<file path="src/rtl/iir_coeff_loader_if.sv">
// iir_coeff_loader_if: config stream, chain sample strobe and per-stage coefficient bus
// Ports (slave view): cfg_valid/cfg_ready/cfg_sel/cfg_data/cfg_last config beats in,
// chain_valid_in sample strobe in, coeff_wr_en_*/coeff_in_* per-stage commit out,
// busy/done/err/err_code status out. The master modport is the mirror image.
interface iir_coeff_loader_if #(parameter int COEFF_WIDTH = 20);
    localparam int COEFF_DEPTH = 5;
    logic                                    cfg_valid;
    logic                                    cfg_ready;
    logic [1:0]                              cfg_sel;
    logic [COEFF_WIDTH-1:0]                  cfg_data;
    logic                                    cfg_last;
    logic                                    chain_valid_in;
    logic                                    coeff_wr_en_1MHz;
    logic                                    coeff_wr_en_2MHz;
    logic                                    coeff_wr_en_2_4MHz;
    logic [COEFF_DEPTH-1:0][COEFF_WIDTH-1:0] coeff_in_1MHz;
    logic [COEFF_DEPTH-1:0][COEFF_WIDTH-1:0] coeff_in_2MHz;
    logic [COEFF_DEPTH-1:0][COEFF_WIDTH-1:0] coeff_in_2_4MHz;
    logic                                    busy;
    logic                                    done;
    logic                                    err;
    logic [1:0]                              err_code;
    modport master (
        output cfg_valid, cfg_sel, cfg_data, cfg_last, chain_valid_in,
        input  cfg_ready, coeff_wr_en_1MHz, coeff_wr_en_2MHz, coeff_wr_en_2_4MHz,
        input  coeff_in_1MHz, coeff_in_2MHz, coeff_in_2_4MHz, busy, done, err, err_code
    );
    modport slave (
        input  cfg_valid, cfg_sel, cfg_data, cfg_last, chain_valid_in,
        output cfg_ready, coeff_wr_en_1MHz, coeff_wr_en_2MHz, coeff_wr_en_2_4MHz,
        output coeff_in_1MHz, coeff_in_2MHz, coeff_in_2_4MHz, busy, done, err, err_code
    );
endinterface

</file>
<file path="src/rtl/iir_coeff_loader.sv">
// iir_coeff_loader: collects 5-word coefficient frames and commits them atomically to one notch stage
// Ports: clk, rst (sync, active-high); bus (slave modport) carries the config stream,
// the chain sample strobe, per-stage coefficient arrays with commit pulses, and status.
module iir_coeff_loader #(
    parameter int COEFF_WIDTH    = 20,
    parameter int TIMEOUT_CYCLES = 1024
) (
    input  logic              clk,
    input  logic              rst,
    iir_coeff_loader_if.slave bus
);
    localparam int COEFF_DEPTH = 5;
    localparam int TW = $clog2(TIMEOUT_CYCLES + 1);
    localparam logic [TW-1:0] TO_LAST = TW'(TIMEOUT_CYCLES - 1);
    typedef logic [COEFF_DEPTH-1:0][COEFF_WIDTH-1:0] arr_t;
    typedef enum logic [2:0] {IDLE, COLLECT, DRAIN, WAIT_GAP, COMMIT} state_t;
    state_t state_q, state_d;
    logic [1:0] sel_q, sel_d, pend_q, pend_d, code_q, code_d;
    logic [2:0] cnt_q, cnt_d;
    logic [TW-1:0] to_q, to_d;
    logic err_q, err_d;
    arr_t shadow_q, shadow_d, c1_q, c1_d, c2_q, c2_d, c24_q, c24_d;
    logic ready, acc, tmo;
    // Held low through reset so the master never sees a beat accepted while the block is cleared.
    assign ready = !rst && (state_q == IDLE || state_q == COLLECT || state_q == DRAIN);
    assign acc   = bus.cfg_valid && ready;
    assign tmo   = (state_q == COLLECT || state_q == DRAIN) && !acc && to_q == TO_LAST;
    always_comb begin
        state_d  = state_q;
        sel_d    = sel_q;
        pend_d   = pend_q;
        code_d   = code_q;
        cnt_d    = cnt_q;
        err_d    = 1'b0;
        shadow_d = shadow_q;
        c1_d     = c1_q;
        c2_d     = c2_q;
        c24_d    = c24_q;
        to_d     = (state_q == COLLECT || state_q == DRAIN) && !acc ? to_q + 1'b1 : '0;
        case (state_q)
            IDLE: if (acc) begin
                sel_d       = bus.cfg_sel;
                code_d      = 2'b00;
                shadow_d[0] = bus.cfg_data;
                cnt_d       = 3'd1;
                if (bus.cfg_sel == 2'd3) begin
                    if (bus.cfg_last) begin
                        err_d  = 1'b1;
                        code_d = 2'b01;
                    end else begin
                        state_d = DRAIN;
                        pend_d  = 2'b01;
                    end
                end else if (bus.cfg_last) begin
                    err_d  = 1'b1;
                    code_d = 2'b10;
                end else begin
                    state_d = COLLECT;
                end
            end
            COLLECT: if (acc) begin
                shadow_d[cnt_q] = bus.cfg_data;
                cnt_d           = cnt_q + 3'd1;
                if (cnt_q == 3'd4) begin
                    state_d = bus.cfg_last ? WAIT_GAP : DRAIN;
                    pend_d  = 2'b10;
                end else if (bus.cfg_last) begin
                    err_d   = 1'b1;
                    code_d  = 2'b10;
                    state_d = IDLE;
                end
            end
            DRAIN: if (acc && bus.cfg_last) begin
                err_d   = 1'b1;
                code_d  = pend_q;
                state_d = IDLE;
            end
            // Load only in a cycle with no sample entering the chain so a stage never
            // filters one sample with a mix of old and new coefficients.
            WAIT_GAP: if (!bus.chain_valid_in) begin
                c1_d    = sel_q == 2'd0 ? shadow_q : c1_q;
                c2_d    = sel_q == 2'd1 ? shadow_q : c2_q;
                c24_d   = sel_q == 2'd2 ? shadow_q : c24_q;
                state_d = COMMIT;
            end
            COMMIT: state_d = IDLE;
            default: state_d = IDLE;
        endcase
        if (tmo) begin
            state_d = IDLE;
            err_d   = 1'b1;
            code_d  = 2'b11;
            to_d    = '0;
        end
    end
    always_ff @(posedge clk) begin
        if (rst) begin
            state_q  <= IDLE;
            sel_q    <= '0;
            pend_q   <= '0;
            code_q   <= '0;
            cnt_q    <= '0;
            to_q     <= '0;
            err_q    <= 1'b0;
            shadow_q <= '0;
            c1_q     <= '0;
            c2_q     <= '0;
            c24_q    <= '0;
        end else begin
            state_q  <= state_d;
            sel_q    <= sel_d;
            pend_q   <= pend_d;
            code_q   <= code_d;
            cnt_q    <= cnt_d;
            to_q     <= to_d;
            err_q    <= err_d;
            shadow_q <= shadow_d;
            c1_q     <= c1_d;
            c2_q     <= c2_d;
            c24_q    <= c24_d;
        end
    end
    assign bus.cfg_ready          = ready;
    assign bus.coeff_wr_en_1MHz   = state_q == COMMIT && sel_q == 2'd0;
    assign bus.coeff_wr_en_2MHz   = state_q == COMMIT && sel_q == 2'd1;
    assign bus.coeff_wr_en_2_4MHz = state_q == COMMIT && sel_q == 2'd2;
    assign bus.coeff_in_1MHz      = c1_q;
    assign bus.coeff_in_2MHz      = c2_q;
    assign bus.coeff_in_2_4MHz    = c24_q;
    assign bus.busy               = state_q != IDLE;
    assign bus.done               = state_q == COMMIT;
    assign bus.err                = err_q;
    assign bus.err_code           = code_q;
endmodule

</file>
<file path="src/flat_wrapper.sv">
// flat-port wrapper written by rule: the top's interface ports become plain ports
module iir_coeff_loader_flat 
#(
    parameter int COEFF_WIDTH    = 20,
    parameter int TIMEOUT_CYCLES = 1024
)
  (clk, rst, bus_cfg_valid, bus_cfg_sel, bus_cfg_data, bus_cfg_last, bus_chain_valid_in, bus_cfg_ready, bus_coeff_wr_en_1MHz, bus_coeff_wr_en_2MHz, bus_coeff_wr_en_2_4MHz, bus_coeff_in_1MHz, bus_coeff_in_2MHz, bus_coeff_in_2_4MHz, bus_busy, bus_done, bus_err, bus_err_code);
  iir_coeff_loader_if #(.COEFF_WIDTH(COEFF_WIDTH)) bus_i ();
  input  logic clk;
  input  logic rst;
  input wire logic [$bits(bus_i.cfg_valid)-1:0] bus_cfg_valid;
  input wire logic [$bits(bus_i.cfg_sel)-1:0] bus_cfg_sel;
  input wire logic [$bits(bus_i.cfg_data)-1:0] bus_cfg_data;
  input wire logic [$bits(bus_i.cfg_last)-1:0] bus_cfg_last;
  input wire logic [$bits(bus_i.chain_valid_in)-1:0] bus_chain_valid_in;
  output wire logic [$bits(bus_i.cfg_ready)-1:0] bus_cfg_ready;
  output wire logic [$bits(bus_i.coeff_wr_en_1MHz)-1:0] bus_coeff_wr_en_1MHz;
  output wire logic [$bits(bus_i.coeff_wr_en_2MHz)-1:0] bus_coeff_wr_en_2MHz;
  output wire logic [$bits(bus_i.coeff_wr_en_2_4MHz)-1:0] bus_coeff_wr_en_2_4MHz;
  output wire logic [$bits(bus_i.coeff_in_1MHz)-1:0] bus_coeff_in_1MHz;
  output wire logic [$bits(bus_i.coeff_in_2MHz)-1:0] bus_coeff_in_2MHz;
  output wire logic [$bits(bus_i.coeff_in_2_4MHz)-1:0] bus_coeff_in_2_4MHz;
  output wire logic [$bits(bus_i.busy)-1:0] bus_busy;
  output wire logic [$bits(bus_i.done)-1:0] bus_done;
  output wire logic [$bits(bus_i.err)-1:0] bus_err;
  output wire logic [$bits(bus_i.err_code)-1:0] bus_err_code;
  assign bus_i.cfg_valid = bus_cfg_valid;
  assign bus_i.cfg_sel = bus_cfg_sel;
  assign bus_i.cfg_data = bus_cfg_data;
  assign bus_i.cfg_last = bus_cfg_last;
  assign bus_i.chain_valid_in = bus_chain_valid_in;
  assign bus_cfg_ready = bus_i.cfg_ready;
  assign bus_coeff_wr_en_1MHz = bus_i.coeff_wr_en_1MHz;
  assign bus_coeff_wr_en_2MHz = bus_i.coeff_wr_en_2MHz;
  assign bus_coeff_wr_en_2_4MHz = bus_i.coeff_wr_en_2_4MHz;
  assign bus_coeff_in_1MHz = bus_i.coeff_in_1MHz;
  assign bus_coeff_in_2MHz = bus_i.coeff_in_2MHz;
  assign bus_coeff_in_2_4MHz = bus_i.coeff_in_2_4MHz;
  assign bus_busy = bus_i.busy;
  assign bus_done = bus_i.done;
  assign bus_err = bus_i.err;
  assign bus_err_code = bus_i.err_code;
  iir_coeff_loader #(.COEFF_WIDTH(COEFF_WIDTH), .TIMEOUT_CYCLES(TIMEOUT_CYCLES)) u_core (.clk(clk), .rst(rst), .bus(bus_i));
endmodule
</file>
<file path="config.mk">
export PLATFORM = sky130hd
export DESIGN_NAME = iir_coeff_loader_flat
export DESIGN_NICKNAME = d
export VERILOG_FILES = /design/src/rtl/iir_coeff_loader_if.sv /design/src/rtl/iir_coeff_loader.sv /design/src/flat_wrapper.sv
export SDC_FILE = /design/constraint.sdc
export NUM_CORES = 1
export LEC_CHECK = 0
export ABC_AREA = 1
export BUFFER_PORTS_ARGS = -buffer_cell sky130_fd_sc_hd__buf_2
export CAP_MARGIN = 15
export CORE_MARGIN = 1.5
export CORE_UTILIZATION = 54
export DETAILED_ROUTE_END_ITERATION = 8
export PLACE_DENSITY_LB_ADDON = 0.08
export SYNTH_ARGS = -nofsm -noshare
export SYNTH_HDL_FRONTEND = slang
export SYNTH_SLANG_ARGS = --single-unit
</file>
<file path="constraint.sdc">
create_clock -name clk -period 1.9 [get_ports clk]
set_input_delay 0.095 -clock clk [delete_from_list [all_inputs] [get_ports clk]]
set_output_delay 0.095 -clock clk [all_outputs]
set_load 0.1 [all_outputs]
</file>
## Yosys cells after proc, flatten, opt, wreduce, memory -nomap -nowiden

Index checks and enable logic that the tools add are counted.
Widths: inputs -> output; s select.

| word-level totals | value |
|---|---|
| flip-flop bits (word level) | 424 |
| input port bits | 27 |
| output and inout bits | 309 |
| logic and storage cells | 128 |

| cells by class | value |
|---|---|
| $add $sub $neg | 2 |
| mux-type cells | 43 |
| bitwise logic cells | 2 |
| eq/ne operators | 22 |
| reductions and logical operators | 30 |
| magnitude comparators | 2 |

Operator list:

| operator | number |
|---|---|
| $bwmux 100 | 1 |
| $demux 20 s3 | 1 |
| $mux 20 | 3 |
| $pmux 20 s2 | 1 |
| $mux 3 | 11 |
| $mux 2 | 13 |
| $reduce_and 6->1 | 3 |
| $pmux 3 s4 | 1 |
| $reduce_and 3->1 | 4 |
| $add 11x1->11 const B | 1 |
| $eq 11x10->1 const B | 1 |
| $ne 2x2->1 const B | 5 |
| $logic_and 1x1->1 | 9 |
| $ne 3x2->1 const B | 3 |
| $mux 1 | 8 |
| $eq 3x2->1 const B | 2 |
| $eq 3x3->1 const B | 2 |
| $ne 3x1->1 const B | 2 |
| $pmux 2 s3 | 1 |
| $pmux 3 s2 | 1 |
| $eq 2x2->1 const B | 2 |
| $lt 3x4->1 const B | 1 |
| $ne 2x1->1 const B | 2 |
| $pmux 2 s2 | 1 |
| 17 further kinds | 22 |

## Logic depth before layout (Yosys ltp)

| logic depth | value |
|---|---|
| word-level depth | 10 |
| mapped depth | 11 |
| depth with buffers taken out | 11 |

## Least setup slack after synthesis

No wires, ideal clock.

| timing | value |
|---|---|
| path kind | register -> output |
| start point | register u_core.state_q[1] |
| end point | output bus_coeff_wr_en_1MHz |
| buffers on the path | 1 |
| path slack | -0.865 ns |
| arrival | 2.670 ns |
| stages on the path, launching flop included | 5 |
| data required time | 1.805 ns |
| path through | dfxtp_1 > buf_6 > nor2_1 > nand2_1 > nor3_1 |

| on the way | value |
|---|---|
| cells in the longest elaborated chain, start to end | 2 |

Ends and longest elaborated chain:

| what | RTL line | source |
|---|---|---|
| start, declared | iir_coeff_loader.sv:17 | `state_t state_q, state_d;` |
| start signal, assigned | iir_coeff_loader.sv:110 | `state_q <= state_d;` |
| $eq 3x3->1 | iir_coeff_loader.sv:124 | `assign bus.coeff_wr_en_1MHz = state_q == COMMIT && sel_q == 2'd0;` |
| $logic_and 1x1->1 | iir_coeff_loader.sv:124 |  |
| end, declared | flat_wrapper.sv:17 | `output wire logic [$bits(bus_i.coeff_wr_en_1MHz)-1:0] bus_coeff_wr_en_1MHz;` |

Every way passes these cells.

## Worst setup path in the final report

| timing | value |
|---|---|
| start point | register u_core.state_q[2] |
| end point | output bus_busy |

| on the way | value |
|---|---|
| cells in the longest elaborated chain, start to end | 1 |

Ends and longest elaborated chain:

| what | RTL line | source |
|---|---|---|
| $reduce_bool 3->1 | iir_coeff_loader.sv:130 | `assign bus.busy = state_q != IDLE;` |
| end, declared | flat_wrapper.sv:23 | `output wire logic [$bits(bus_i.busy)-1:0] bus_busy;` |

Every way passes these cells.

==> run_results.csv <==
group,metric,value,unit
layout,drive_gt1_frac,0.211,
timing,finalSetupViolCount,0,
layout,post-route-util,0.674,
routing,wl,43300,um
global_routing,grt_overflow,0,
critical_path,crit_buf_inv,3,
logic_synthesis,synthMostInstantiatedCell,"dfxtp_1",
timing,skew,10.2,ps
logic_synthesis,synth_warnings,0,
floorplanning,ios,336,
logic_synthesis,async_flop_share,0,
logic_synthesis,synth_common_cells,"dfxtp_1 (424), inv_1 (359), a21oi_1 (331)",
run_status,run_status,"complete, no violations",
layout,areaGrowthSynthToFinish,21.7,%
clocking,clock_path_buffers,3,
logic_synthesis,avgSynthCellArea,8.10,um^2
global_routing,grtUsageTotal,0.271,
clocking,cts-htree-levels,2,
pwr,p_per_area,958,nW/um^2
flow_run,cap_violations,0,
critical_path,criticalPathCategory,"flop to primary output",
routing,dr.pass1.iters,5,
routing,antenna_left,0,
logic_synthesis,synth_top_area_share,0.546,
layout,fin_nets,2241,
floorplanning,core_area,28100,um^2
placement,hpwl,27100,um
floorplanning,fp.dieH,173,um
clocking,clkLatencyLatePin,530,ps
placement,io_buffers,335,
routing,avgRoutedWirePerCell,16.5,um
pwr,p_leak,7.81,nW
pwr,peakVddDrop,0.000637,V
critical_path,path_cells,"inv_2 > buf_4 > nand2_2 > buf_2",
layout,final_area,18900,um^2
logic_synthesis,synth_enable_flop_cells,0,
critical_path,reg2reg_setup_slack,90,ps
floorplanning,die-area,29800,um^2
logic_synthesis,synth.area.top_cells,"dfxtp_1 (55%), a21oi_1 (11%), o21ai_0 (11%), inv_1 (8.7%), nor2_1 (3.4%)",
clocking,clock_sinks,424,
logic_synthesis,synth_area,15500,um^2
clocking,numCtsBuffers,42,
logic_synthesis,synth_flop_cell,"dfxtp_1",
placement,postPlaceCellArea,17300,um^2
timing,rsz0062_at_grt,"true",
logic_synthesis,syn_nets,1949,
logic_synthesis,synth.distinct_cells,36,
routing,drc_errors,0,
clocking,root_buffer,"clkbuf_16",
critical_path,cp_slowest_cell,"dfxtp_1",
critical_path,max_stage_delay,460,ps
critical_path,critPathArrivalTime,1740,ps
timing,fin_crit,1830,ps
timing,max_clock_freq,546,MHz
placement,gp_congestion,0.835,
logic_synthesis,yosysTopAreaCell,"dfxtp_1",
timing,hold_violations,0,
min_path,hp-class,"primary input to flop",
logic_synthesis,yosysSeqAreaShare,0.546,
critical_path,cp-end-kind,"primary output",
global_routing,grt_first_pass_wirelength,65100,um
global_routing,grt_max_degree,201,
routing,initialDrtViolationCount,1020,
layout,antenna_cells,0,
timing,finalMaxSlewViolations,0,
clocking,path_clk_slew,60,ps
global_routing,antenna_found_initial,0,
critical_path,cp_max_fo,4,
timing,max_slew_margin,0.558,
critical_path,cp_data_required_time,1800,ps
routing,vias_per_cell,5.14,
global_routing,first_global_vias,12054,
logic_synthesis,synth-seq-cells,424,
routing,vias,13478,
timing,finalCritPeriodShare,0.964,
critical_path,cp-start-kind,"flop",
floorplanning,rows,61,
critical_path,crit_family,"buffers and inverters",
timing,tightest_slew,662,ps
floorplanning,dieWidth,173,um
clocking,cts_tree,"done",
logic_synthesis,syn_inst,1919,
floorplanning,start_util,0.554,
## logic make-up after synthesis
logic type	synth area share
and+or+nand+nor	0.0631
DFF	0.546
buffers and inverters	0.133
AOI/OAI and AO/OA	0.252
xor gates and xnor gates	0.00282
adders and majority gates	0.00241
## layout make-up
cell class                      count  area, um^2
Tap cell                          378         473
Multi-Input combinational cell    994        5010
Fill cell                        2473        9160
Clock buffer                       66        1250
Timing Repair Buffer              381        2240
Sequential cell                   424        8490
Clock inverter                      9        73.8
Inverter                          368        1390
## worst register-to-register path: stages, from the launching register on
cell and delay [ps]:
dfxtp_1 460, inv_2 60, nand3_1 100, inv_2 60, nand4_1 120, buf_4 180
buf_6 400, o21ai_0 200, a21oi_1 170
## placed cells by master, fill, tap and decap left out, types with 2 or more instances in the layout
master / count
dfxtp_1: 423
inv_1: 359
a21oi_1: 331
buf_2: 331
o21ai_0: 328
nor2_1: 137
o21ai_1: 78
clkbuf_16: 44
nand2_1: 40
dlygate4sd3_1: 21
a21oi_2: 20
clkbuf_1: 14
buf_4: 14
nand3_1: 13
buf_12: 10
clkbuf_8: 9
inv_2: 8
clkinv_2: 7
nand4_1: 6
nor3_1: 5
nor3_2: 4
buf_6: 4
nand2_2: 3
nand3_2: 3
xnor2_1: 3
ha_1: 3
nor2_2: 2
nor2_4: 2
o21ai_2: 2
nor3b_1: 2
xor2_1: 2
## routing by layer
metal	vias up	wire length (um)	GRT usage
li1	6740	-	-
met1	6187	18500	0.355
met2	461	19900	0.431
met3	90	3310	0.0679
met4	0	1590	0.106
met5	-	0	0
## sequential cells by signal (all words and copies together) (netlist names)
signal / flops
u_core.bus.coeff_in_1MHz: 100
u_core.bus.coeff_in_2MHz: 100
u_core.bus.coeff_in_2_4MHz: 100
u_core.shadow_q: 100
u_core.to_q: 11
u_core.cnt_q: 3
u_core.state_q: 3
u_core.bus.err_code: 2
u_core.pend_q: 2
u_core.sel_q: 2
u_core.bus.err: 1
## per-stage QoR
stage / setup slack (ps) / setup TNS (ps) / power (mW) / cells / hold WS (ps)
after floorplan: -77.4 / -232 / 10.0 / 1919 / 174
after global placement: 102 / 0 / 10.3 / 2518 / 309
after detailed placement: 28.9 / 0 / 10.3 / 2518 / 312
after CTS: 7.98 / 0 / 18.2 / 2614 / 2.61
after global routing: -11.1 / -12.7 / 18.7 / 2620 / 6.93
final: 68.0 / 0 / 18.1 / 2620 / 18.1
## worst paths after layout
path / start / end / cells past startpoint
setup / recovery: u_core.state_q[2] / bus_busy / 4
hold / removal: bus_cfg_data[15] / u_core.shadow_q[35] / 3
setup reg to reg: u_core.state_q[2] / u_core.bus.coeff_in_1MHz[88] / 8
hold reg to reg: u_core.bus.coeff_in_2MHz[16] / u_core.bus.coeff_in_2MHz[16] / 2
## power by group
group | internal [mW] | switching (mW)
Clock | 4.66 | 3.33
Sequential | 8.98 | 0.0954
Combinational | 0.275 | 0.785
## repair_timing
action                                  4_1_cts  5_1_grt
buffers inserted                              0        4
endpoints found under the setup margin        4      264
hold buffers                                 21        0
resized for setup                             7        8
endpoints found under the hold margin        42        0
pin swaps                                     0        0
gates cloned                                  0        2
No activity file was read; power rests on OpenSTA's default activity.
